**src/rtl/mont_pkg.sv**
```systemverilog
// Shared constants and types for the Montgomery-domain blocks: p = 2^255 - 19, R = 2^255.
package mont_pkg;

    localparam int WIDTH = 255;
    localparam logic [WIDTH-1:0] P = {WIDTH{1'b1}} - WIDTH'(18);

    typedef enum logic {
        MODE_TO   = 1'b0,
        MODE_FROM = 1'b1
    } mode_t;

    typedef enum logic [1:0] {
        IDLE = 2'd0,
        RUN  = 2'd1,
        DONE = 2'd2
    } state_t;

endpackage

```
**src/rtl/mont_conv_step.sv**
```systemverilog
// One modular doubling (to-domain) or halving (from-domain) step on a reduced accumulator.
// The halving path exists only when MONT_CONV_FROM_EN is defined.
module mont_conv_step
    import mont_pkg::*;
(
    input  logic [WIDTH-1:0] acc,
    input  mode_t            mode,
    output logic [WIDTH-1:0] acc_next
);

    logic [WIDTH:0]   dbl;
    logic [WIDTH-1:0] dbl_sub;
    logic [WIDTH-1:0] dbl_res;

    // acc < P, so 2*acc < 2P and a single conditional subtract fully reduces it
    assign dbl     = {acc, 1'b0};
    assign dbl_sub = dbl[WIDTH-1:0] - P;
    assign dbl_res = (dbl >= {1'b0, P}) ? dbl_sub : dbl[WIDTH-1:0];

`ifdef MONT_CONV_FROM_EN
    // For odd acc, (acc + P) / 2 == (acc >> 1) + (P >> 1) + 1, which stays below P
    localparam logic [WIDTH-1:0] P_HALF_UP = (P >> 1) + WIDTH'(1);

    logic [WIDTH-1:0] half_res;

    assign half_res = acc[0] ? ({1'b0, acc[WIDTH-1:1]} + P_HALF_UP)
                             : {1'b0, acc[WIDTH-1:1]};
    assign acc_next = (mode == MODE_FROM) ? half_res : dbl_res;
`else
    logic unused_mode;

    assign unused_mode = mode;
    assign acc_next    = dbl_res;
`endif

endmodule

```
**src/rtl/mont_convert.sv**
```systemverilog
// Bit-serial converter into (x*R mod p) or out of (x*R^-1 mod p) the Montgomery domain.
// MONT_CONV_FROM_EN enables the from-domain mode; without it every request is to-domain.
module mont_convert
    import mont_pkg::*;
(
    input  logic             clk,
    input  logic             rst,
    input  logic             in_valid,
    output logic             in_ready,
    input  logic             in_mode,
    input  logic [WIDTH-1:0] in_data,
    output logic             out_valid,
    input  logic             out_ready,
    output logic [WIDTH-1:0] out_data,
    output logic             busy
);

    localparam logic [7:0] LAST_STEP = 8'(WIDTH - 1);

    state_t           state;
    mode_t            mode;
    mode_t            mode_load;
    logic [7:0]       cnt;
    logic [WIDTH-1:0] acc;
    logic [WIDTH-1:0] acc_next;
    logic [WIDTH-1:0] acc_load;

    // Inputs can reach 2^255 - 1 = P + 18, so one subtract reduces them
    assign acc_load = (in_data >= P) ? (in_data - P) : in_data;

`ifdef MONT_CONV_FROM_EN
    assign mode_load = mode_t'(in_mode);
`else
    logic unused_in_mode;

    assign unused_in_mode = in_mode;
    assign mode_load      = MODE_TO;
`endif

    mont_conv_step u_step (
        .acc      (acc),
        .mode     (mode),
        .acc_next (acc_next)
    );

    assign in_ready = (state == IDLE);
    assign busy     = (state != IDLE);

    always_ff @(posedge clk or negedge rst) begin
        if (!rst) begin
            state     <= IDLE;
            mode      <= MODE_TO;
            cnt       <= '0;
            acc       <= '0;
            out_valid <= 1'b0;
            out_data  <= '0;
        end else begin
            case (state)
                IDLE: begin
                    if (in_valid) begin
                        acc   <= acc_load;
                        mode  <= mode_load;
                        cnt   <= '0;
                        state <= RUN;
                    end
                end
                RUN: begin
                    acc <= acc_next;
                    cnt <= cnt + 8'd1;
                    if (cnt == LAST_STEP) begin
                        state     <= DONE;
                        out_valid <= 1'b1;
                        out_data  <= acc_next;
                    end
                end
                DONE: begin
                    if (out_ready) begin
                        state     <= IDLE;
                        out_valid <= 1'b0;
                        out_data  <= '0;
                    end
                end
                default: begin
                    state     <= IDLE;
                    out_valid <= 1'b0;
                    out_data  <= '0;
                end
            endcase
        end
    end

endmodule

```
**config.mk**
```make
export PLATFORM = sky130hd
export DESIGN_NAME = mont_convert
export DESIGN_NICKNAME = d
export VERILOG_FILES = /design/src/rtl/mont_pkg.sv /design/src/rtl/mont_conv_step.sv /design/src/rtl/mont_convert.sv
export SDC_FILE = /design/constraint.sdc
export NUM_CORES = 1
export LEC_CHECK = 0
export ABC_AREA = 1
export BUFFER_PORTS_ARGS = -buffer_cell sky130_fd_sc_hd__buf_2
export CAP_MARGIN = 40
export CELL_PAD_IN_SITES_DETAIL_PLACEMENT = 0
export CELL_PAD_IN_SITES_GLOBAL_PLACEMENT = 1
export CORE_MARGIN = 5
export CORE_UTILIZATION = 44
export DETAILED_ROUTE_END_ITERATION = 10
export GPL_TIMING_DRIVEN = 0
export PLACE_DENSITY_LB_ADDON = 0.1
export SLEW_MARGIN = 20
export SYNTH_ARGS = -nofsm -noshare
export SYNTH_HDL_FRONTEND = slang
export SYNTH_SLANG_ARGS = --single-unit
```
**constraint.sdc**
```tcl
create_clock -name clk -period 5.47 [get_ports clk]
set_input_delay 0.2735 -clock clk [delete_from_list [all_inputs] [get_ports clk]]
set_output_delay 0.2735 -clock clk [all_outputs]
set_load 0.02 [all_outputs]
```
# Word level (Yosys, flattened, before mapping)
# Index checks and enable logic that the tools add are counted.
[classes]
muxes = 16
order_cmp = 2
n_bitwise = 1
n_reduce_logical = 6
eq_ne = 6
addsub = 3
[op_table]
columns = ["op", "n"]
rows = [
  ["$mux W255", 5],
  ["$pmux W255 S3", 1],
  ["$pmux W255 S2", 1],
  ["$sub A255 B255 Y255 const B", 2],
  ["$ge A256 B255 Y1 const B", 1],
  ["$ge A255 B255 Y1 const B", 1],
  ["$pmux W8 S2", 1],
  ["$add A8 B1 Y8 const B", 1],
  ["$eq A8 B8 Y1 const B", 1],
  ["$mux W8", 1],
  ["$mux W2", 3],
  ["$ne A2 B2 Y1 const B", 3],
  ["$pmux W2 S3", 1],
  ["$reduce_and A3 Y1", 2],
  ["$reduce_bool A2 Y1", 2],
  ["$pmux W1 S3", 1],
  ["$eq A2 B1 Y1 const B", 1],
  ["$eq A2 B2 Y1 const B", 1],
  ["$logic_not A2 Y1", 1],
  ["$mux W1", 2],
  ["$reduce_and A2 Y1", 1],
  ["$not A1 Y1", 1],
]
[word_totals]
ff_bits = 521
out_inout_bits = 258
word_cells = 39
inputBits = 260

# Depth between registers and ports, before layout
[logic_depth]
word_depth = 4
mapped_depth = 18
mapped_depth_nobuf = 17

# By module
# A second synthesis with hierarchy kept.
[unflattened]
hier_cells = 6644
area_unflattened_um2 = 39785.7
[by_module_without_submodules]
columns = ["mod", "n_inst", "cells_per_inst", "area_each_um2"]
rows = [
  ["mont_convert", 1, 3432, 25439.4],
  ["mont_conv_step", 1, 3212, 14346.3],
]

# Worst setup path before layout
# OpenSTA, ideal clock, no wires.
[synth_timing]
path_type = "reg-to-reg"
from = "reg acc[0]"
to = "reg acc[123]"
synth_period_minus_slack_ns = 2.289
t_arrival_ns = 2.172
slack_ns = 3.181
setup_time_ns = 0.117
required_ns = 5.353
path_stages_with_launch = 16
cell_sequence = "dfrtp_1 ha_1 nand2_1 nand2_1 nand2_1 nor2_2 nand2_1 nor2_1 nand2_1 xor2_1 nand2_1 o21ai_1 nand2_1 nand2_1 nand2_1 nand2_1"
[synth_via]
elab_chain_len = 3
[synth_lines]
columns = ["element", "line_no", "rtl"]
rows = [
  ["from (decl)", "mont_convert.sv:24", "logic [WIDTH-1:0] acc;"],
  ["from (signal assigned)", "mont_convert.sv:61", "acc <= acc_load;"],
  ["from (signal assigned)", "mont_convert.sv:68", "acc <= acc_next;"],
  ["$sub A255 B255 Y255 / $ge A256 B255 Y1 (equally long branches)", "mont_conv_step.sv:17, mont_conv_step.sv:18", ""],
  ["$mux W255 *", "mont_conv_step.sv:18", "assign dbl_res = (dbl >= {1'b0, P}) ? dbl_sub : dbl[WIDTH-1:0];"],
  ["$pmux W255 S2 *", "mont_convert.sv:58", "case (state)"],
]
# Every way passes the cells marked *; elsewhere a longest branch is shown, timed or not.
# A chain may end at the register's enable or synchronous reset.

# Worst setup path after layout
[layout_timing]
from = "reg acc[0]"
to = "reg acc[209]"
# The elaborated chain is that of the path after synthesis.

==> flow_summary.yaml <==
die:
  die_w_um: 301
  start_util_pct: 44.5
  row_count: 106
  fp.dieH_um: 301
  coreArea_mm2: 0.0840
  die-area_mm2: 0.0908
  io_pins: 518
placement:
  hpwl_um: 169000
  place_congestion: 1.16
  dp_worst_setup_slack_ps: 667
  numPortBuffers: 516
  placed_cells: 7974
detailed_routing:
  via_per_inst: 5.68
  drc: 0
  ant_nets: 0
  finalWirelength_um: 202000
  vias: 47000
  top_layer_used: "met5"
  wl_met3_um: 22300
  met1_length_um: 82400
  drt_first_iter_violations: 6144
  wire_per_inst_um: 24.5
  dr_wl_met2_um: 85100
  firstDrtPassIters: 6
cells_and_area:
  nFillCells: 8672
  drive_gt1_share_pct: 10.1
  layout_commonest_cell: "nand2_1"
  nNetsFinal: 7347
  area.growth.synth_to_final_pct: 22.0
  fin_cells: 8262
  multi_input_area_mm2: 0.0217
  fin_util_pct: 54.3
  seqCellArea_mm2: 0.0130
  final_cell_mix: "2783 x nand2_1, 923 x nor2_1, 684 x nand3_1"
global_routing:
  grt_overflow: 0
  grt_first_pass_wirelength_um: 290000
  grt_pass1_vias: 43600
  grt.total_usage_pct: 43.1
  antenna_found_initial: 5
  grt_max_degree: 102
job:
  drv_cap: 0
synthesis:
  synth_cell_types: 35
  ys_warn_count: 0
  synth_area_per_cell_um2: 5.93
  synth_cells: 6298
  synth_seq_cells: 521
  synthTopCellsByArea: "dfrtp_1 35%, nand2_1 28%, nor2_1 9.3%"
  yosysSeqAreaShare_pct: 34.9
  syn_area_mm2: 0.0374
  synth_fp_nets: 6563
  synth_top_cell_area_share_pct: 34.9
  yosysTopAreaCell: "dfrtp_1"
timing:
  worst_slew_pin_slew_ps: 980
  slew_violations: 0
  tns_ps: 0
  fin_crit_ps: 5230
  fmax_mhz: 191
  slew_headroom_pct: 34.4
  rsz0062_at_grt: "no"
  whs_ps: 14.9
  fin_skew_ps: 27.8
  fin_ws_ps: 239
  hold_violations: 0
  setup_viol: 0
  fin_crit_sh_pct: 95.6
outcome:
  outcome: "finished clean"
pwr:
  p_per_area_mw_per_mm2: 517
  power_leakage_uw: 0.0217
  ir_drop_mv: 0.361
clocking:
  cts_tree: "done"
  clk_path_buf_depth: 3
  postCtsSetupBuffers: 0
  clock_sinks: 521
  htree_levels: 2
  clock_latency_ps: 650
  numCtsBuffers: 56
  clk_pin_slew_worst_paths_ps: 60
  root_buffer: "clkbuf_16"
critical_path:
  critPathCaptureType: "flop"
  cpLargestDelayFamily: "simple AND/OR/NAND/NOR gates"
  cp-start-kind: "flop"
  critPathSlowestCell: "nor2_1"
  cpPeakStageDelay_ps: 660
  critPathMaxFanout: 8
  worstSetupPathType: "reg -> reg"
  path_buf_inv: 0
  cp_data_required_time_ps: 5990
  cp_cell_sequence: "ha_1, nand2_1, nand2_1, nand2_1, nor2_2, nand3_1, nor2_1, nand3_1, nor2_1, nand3_1, nand3_1, nand2_1, nand2_1, nand2_1"
  cp.arrival_ps: 5750
  path_common_cell: "nand2_1"
worst_hold_path:
  hp-class: "in -> reg"
## Yosys cell counts, drive strengths merged
library cell     n
nor3b            1
a21oi            2
and3b            1
nor3            19
o32ai            1
o22ai            2
ha               5
mux2i            1
clkbuf         184
a31oi           12
and2            16
dfrtp          521
or2              1
nand2         2788
o21bai           1
xor2            80
inv            416
nor2           933
nand4          162
xnor2           13
o21ai          371
nand3          684
buf             66
and3             3
nand3b          15
## cell type report
cell class	instances	area share [%]
Inverter	416	3.43
Multi-Input combinational cell	5111	47.5
Clock buffer	72	3.41
Timing Repair Buffer	726	10.6
Clock inverter	28	0.815
Buffer	250	2.45
Sequential cell	521	28.6
Tap cell	1134	3.11
Antenna cell	4	0.0220
## through the flow
step / total power, uW / cell area (um2)
floorplan: 14200 / 37400
global placement: 18500 / 41400
detailed placement: 18900 / 41800
CTS: 23100 / 45500
global route: 25100 / 45600
finish: 23600 / 45600
## state kept, by name, summed over array words and instances (netlist names)
name       cells
state          2
out_data     255
acc          255
cnt            8
out_valid      1
## cells by family (layout without fill, tap and decap cells)
| logic type | Yosys count | count (layout) | synth area share [%] |
|---|---|---|---|
| AOI/OAI and AO/OA | 389 | 389 | 5.30 |
| muxes | 1 | 1 | 0.0268 |
| and+or+nand+nor | 4623 | 4623 | 50.3 |
| adders and majority gates | 5 | 5 | 0.167 |
| buffers and inverters | 666 | 1492 | 7.15 |
| other | 0 | 4 | 0 |
| xor gates and xnor gates | 93 | 93 | 2.18 |
| DFF | 521 | 521 | 34.9 |
## where the power goes
group / switching [uW] / internal, uW
logic: 8820 / 3570
clock network: 1690 / 2380
registers: 1820 / 5280
total: 12300 / 11200
## worst min-delay path: stages
cell and delay, ps:
buf_2 110, nand3_1 70, nand2_1 70, nand2_1 50, nand2_1 50
## per-layer routing
layer	up-vias	GRT usage, %
li1	21500	-
met1	22200	58.8
met2	2808	64.8
met3	470	9.73
met4	4	21.3
met5	-	0
## worst paths after layout
check                              startpoint             to  slack (ps)  cells after the start
worst max-delay path                   acc[0]       acc[209]         240                     14
worst min-delay path              in_data[67]        acc[67]          10                      5
worst max register to register         acc[0]       acc[209]         240                     14
worst min register to register  out_data[224]  out_data[224]         480                      2
max in group asynchronous                 rst  out_data[164]        3760                      5
min in group asynchronous                 rst   out_data[38]          80                      2
## repair_timing
action / in CTS / in global routing
endpoints found under the setup margin: 0 / 0
resized for setup: 0 / 0
hold buffers: 178 / 0
hold endpoints to repair: 384 / 0
(Power assumes the default switching activity.)
